===== src/rtl/piso_load_shifter.sv =====
// Parallel-in/serial-out loader: takes a word over valid/ready and shifts it out LSB-first,
// one bit per SP-enabled cycle. Define PISO_PARITY_EN to append an even-parity bit per frame.
module piso_load_shifter #(
  parameter int   WIDTH      = 8,
  parameter logic IDLE_LEVEL = 1'b1
) (
  input  logic             CK,
  input  logic             RSTN,
  input  logic             SP,
  input  logic [WIDTH-1:0] LD_DATA,
  input  logic             LD_VALID,
  output logic             LD_READY,
  output logic             SO,
  output logic             SO_VALID,
  output logic             BUSY,
  output logic             DONE
);

  localparam int            CW   = $clog2(WIDTH);
  localparam logic [CW-1:0] LAST = CW'(WIDTH - 1);

`ifdef PISO_PARITY_EN
  typedef enum logic [1:0] {S_IDLE, S_SHIFT, S_PAR} state_e;
`else
  typedef enum logic [1:0] {S_IDLE, S_SHIFT} state_e;
`endif

  state_e           state_q, state_d;
  logic [WIDTH-1:0] shreg_q, shreg_d;
  logic [CW-1:0]    cnt_q, cnt_d;
  logic             done_q, done_d;
  logic             last_pos;
  logic             load;
  logic             end_word;
`ifdef PISO_PARITY_EN
  logic             par_q, par_d;

  assign last_pos = (state_q == S_PAR);
`else
  assign last_pos = (state_q == S_SHIFT) && (cnt_q == LAST);
`endif

  // The only input-to-output path: lets a new word land on the edge that retires the old one.
  assign LD_READY = (state_q == S_IDLE) | (SP & last_pos);
  assign load     = LD_VALID & LD_READY;
  assign end_word = SP & last_pos;

  always_comb begin
    // NOTE: every variable gets a default before any branch, otherwise an unassigned path infers a latch.
    state_d = state_q;
    shreg_d = shreg_q;
    cnt_d   = cnt_q;
    done_d  = 1'b0;
`ifdef PISO_PARITY_EN
    par_d   = par_q;
`endif
    if (end_word) begin
      done_d  = 1'b1;
      state_d = S_IDLE;
      cnt_d   = '0;
    end else if ((state_q == S_SHIFT) && SP) begin
`ifdef PISO_PARITY_EN
      if (cnt_q == LAST) begin
        state_d = S_PAR;
        cnt_d   = '0;
      end else begin
        shreg_d = shreg_q >> 1;
        cnt_d   = cnt_q + CW'(1);
      end
`else
      shreg_d = shreg_q >> 1;
      cnt_d   = cnt_q + CW'(1);
`endif
    end
    // A load overrides the end-of-word return to IDLE, giving back-to-back frames with no gap.
    if (load) begin
      shreg_d = LD_DATA;
      cnt_d   = '0;
      state_d = S_SHIFT;
`ifdef PISO_PARITY_EN
      par_d   = ^LD_DATA;
`endif
    end
  end

  always_ff @(posedge CK or negedge RSTN) begin
    if (!RSTN) begin
      state_q <= S_IDLE;
      shreg_q <= '0;
      cnt_q   <= '0;
      done_q  <= 1'b0;
`ifdef PISO_PARITY_EN
      par_q   <= 1'b0;
`endif
    end else begin
      // NOTE: non-blocking assignments so every register samples the pre-edge values.
      state_q <= state_d;
      shreg_q <= shreg_d;
      cnt_q   <= cnt_d;
      done_q  <= done_d;
`ifdef PISO_PARITY_EN
      par_q   <= par_d;
`endif
    end
  end

  always_comb begin
    SO = IDLE_LEVEL;
    case (state_q)
      S_SHIFT: SO = shreg_q[0];
`ifdef PISO_PARITY_EN
      S_PAR:   SO = par_q;
`endif
      default: SO = IDLE_LEVEL;
    endcase
  end

  assign SO_VALID = (state_q != S_IDLE);
  assign BUSY     = (state_q != S_IDLE);
  assign DONE     = done_q;

endmodule


===== config.mk =====
export PLATFORM = sky130hd
export DESIGN_NAME = piso_load_shifter
export DESIGN_NICKNAME = d
export VERILOG_FILES = /design/src/rtl/piso_load_shifter.sv
export SDC_FILE = /design/constraint.sdc
export NUM_CORES = 1
export LEC_CHECK = 0
export ABC_AREA = 1
export BUFFER_PORTS_ARGS = -buffer_cell sky130_fd_sc_hd__clkbuf_2
export CAP_MARGIN = 20
export CORE_MARGIN = 1.5
export CORE_UTILIZATION = 54
export CTS_CLUSTER_DIAMETER = 100
export CTS_CLUSTER_SIZE = 30
export DETAILED_ROUTE_END_ITERATION = 8
export PLACE_DENSITY = 0.86
export RECOVER_POWER = 50
export SLEW_MARGIN = 15
export SYNTH_ARGS = -nofsm -noshare
export SYNTH_HDL_FRONTEND = slang
export SYNTH_SLANG_ARGS = --single-unit

===== constraint.sdc =====
create_clock -name CK -period 2.7 [get_ports CK]
set_clock_uncertainty 0.15 [all_clocks]
set_input_delay 0.54 -clock CK [delete_from_list [all_inputs] [get_ports CK]]
set_output_delay 0.54 -clock CK [all_outputs]
set_load 0.005 [all_outputs]

==> impl_metrics.tcl <==
set metrics [dict create \
    r2r-start "cnt_q[0]" \
    crit_fanout 11 \
    ctsResizeCount 0 \
    core_sq_um 1280 \
    rsz0062_at_grt "no" \
    worst_slack_ns 0.346 \
    timing.setup.tns_ns 0 \
    path_class "reg -> out" \
    clk_path_buf_depth 2 \
    syn_area_per_cell_sq_um 8.01 \
    die_w_microns 39.9 \
    numCtsBuffers 3 \
    die_h_microns 39.9 \
    rrSetupSlack_ns 0.80 \
    wl_per_cell_microns 10.3 \
    finalCritPeriodShare_pct 87.2 \
    grt_pass1_wl_microns 2070 \
    finalHoldViolCount 0 \
    ctsHtreeMaxLevel 1 \
    via_count 598 \
    grt_overflow 0 \
    p_leak_nw 0.505 \
    setup_viol 0 \
    finalMaxSlewViolations 0 \
    place_ws_ns 0.676 \
    grt_use_total_pct 20.1 \
    crit_arrival_ns 1.66 \
    power_density_nw_per_um2 909 \
    drive_gt1_share_pct 23.6 \
    hp-start "shreg_q[2]" \
    yosysUniqueCellTypes 17 \
    pin_count 17 \
    intPower_uw 450 \
    outcome "complete, no violations" \
    tritoncts "done" \
    irDropWorstVdd_mv 0.378 \
    required_ns 2.01 \
    n_fill_cell 111 \
    switching_power_uw 307 \
    ant_nets 0 \
    drc 0 \
    dp_hpwl_microns 988 \
    clockPowerShare_pct 15.9 \
    comb_power_share_pct 43.0 \
    relSlewSlack_pct 53.8 \
    routed_wl_microns 1290 \
    place_congestion 0.725 \
    syn-cell-area_sq_um 737 \
    max_freq_mhz 425 \
    holdPathEnd "shreg_q[2]" \
    root_buffer "clkbuf_4" \
    hold_class "reg -> reg" \
    antenna_found_initial 0 \
    crit_path_start "cnt_q[0]" \
    ys_seq_elements 13 \
    fin_nets 125 \
    r2r-end "shreg_q[0]" \
    area_growth_pct 12.9 \
    r2r.worst_path.cells 8 \
    start_util_pct 57.4 \
    io_buffers 16 \
    period_minus_slack_ns 2.35 \
    seqPwrFrac_pct 41.1 \
    antenna_cells 0 \
    via_per_inst 4.78 \
    synth_warnings 0 \
    worstMarginPinSlew_ns 0.694 \
    seq_area_frac_synth_pct 44.1 \
    grt_pass1_vias 502 \
    start_kind "register" \
    clock_latency_ns 0.28 \
    grt_max_degree 14 \
    syn-num-nets 106 \
    clock_sinks 13 \
    swShare_pct 40.5 \
    postCtsSetupBuffers 0 \
    synthCells 92 \
    path_clk_slew_ns 0.08 \
    maxCapViolCount 0 \
    rows 13 \
    drt-initial-drc-count 4 \
    min_path_cells 2 \
    dieArea_sq_um 1600 \
    firstDrtPassIters 3 \
    cp-end-kind "output port" \
]
==> worst max-delay path, stage by stage, from the launching register on <==
cell,delay (ns)
dfrtp_1,0.40
ha_1,0.21
ha_1,0.21
nand3_1,0.12
nand2_1,0.24
clkbuf_2,0.20
==> metrics by stage <==
stage | instance area (sq um) | total power [mW] | utilization (%) | std cells | hold slack [ns]
after global routing | 832 | 0.826 | 64.8 | 125 | 0.356
final | 832 | 0.756 | 64.8 | 125 | 0.332
after global placement | 802 | 0.628 | 62.4 | 120 | 0.301
after CTS | 838 | 0.768 | 65.2 | 125 | 0.337
after detailed placement | 802 | 0.645 | 62.4 | 120 | 0.301
after floorplan | 737 | 0.571 | - | 92 | 0.0944
==> synth_stat cells (all sizes together) <==
master  number  area share, %
or2          1           0.85
nor2         2            4.2
inv         19             10
o31ai        1            1.0
nand3       17             12
dfrtp       13             44
buf          3            4.6
nand2       32             18
nand4        1           0.85
ha           2            3.4
o21ai        1           0.68
==> final cells by class <==
type,count,area [sq um],area share [%]
Sequential cell,13,325,39.1
Multi-Input combinational cell,57,297,35.6
Clock buffer,4,26.3,3.16
Inverter,19,76.3,9.17
Timing Repair Buffer,17,88.8,10.7
Tap cell,15,18.8,2.26
==> placed cells by master (no fill, tap or decap), drive strengths merged <==
cell type | Yosys | layout
o21ai | 1 | 1
dfrtp | 13 | 13
nand4 | 1 | 1
clkbuf | 0 | 20
ha | 2 | 2
or2 | 1 | 1
nand3 | 17 | 17
dlygate4sd3 | 0 | 1
o31ai | 1 | 1
nor2 | 2 | 2
nand2 | 32 | 32
inv | 19 | 19
==> timing repair <==
| item | CTS | global route |
|---|---|---|
| hold endpoints to repair | 7 | 0 |
| hold buffers | 1 | 0 |
| setup endpoints to repair | 0 | 0 |
==> per-layer routing <==
metal | up-vias | global-route usage, % | routed length, microns
met5 | - | 0 | 0
met4 | 0 | 12.9 | 25
met3 | 4 | 1.67 | 48
met2 | 14 | 34.7 | 628
met1 | 265 | 23.8 | 585
li1 | 315 | - | -
==> kinds of logic (layout without fill, tap and decap cells) <==
logic type	after synthesis	in the layout	share of synthesized area (%)
DFF	13	13	44.1
buffers and inverters	22	40	14.9
adders and majority gates	2	2	3.40
and+or+nand+nor	53	53	35.8
AOI/OAI and AO/OA	2	2	1.70
==> registers in the layout (all words and copies together) (netlist names) <==
name and cells:
shreg_q 8, cnt_q 3, state_q 1, DONE 1
==> power by group through the flow <==
stage | sequential [mW] | combinational, mW | clock (mW)
detailed placement | 0.317 | 0.328 | 0
floorplan | 0.305 | 0.266 | 0
CTS | 0.311 | 0.333 | 0.123
finish | 0.311 | 0.326 | 0.120
global placement | 0.310 | 0.318 | 0
global route | 0.319 | 0.377 | 0.129
==> worst max-delay path by stage <==
stage | end | slack, ns | cells after the start
floorplan | LD_READY | 0.94 | 5
global placement | LD_READY | 0.74 | 5
detailed placement | LD_READY | 0.68 | 5
CTS | LD_READY | 0.38 | 5
global route | LD_READY | 0.21 | 5
finish | LD_READY | 0.35 | 5
Note: power is estimated with default switching activity, not from simulation.
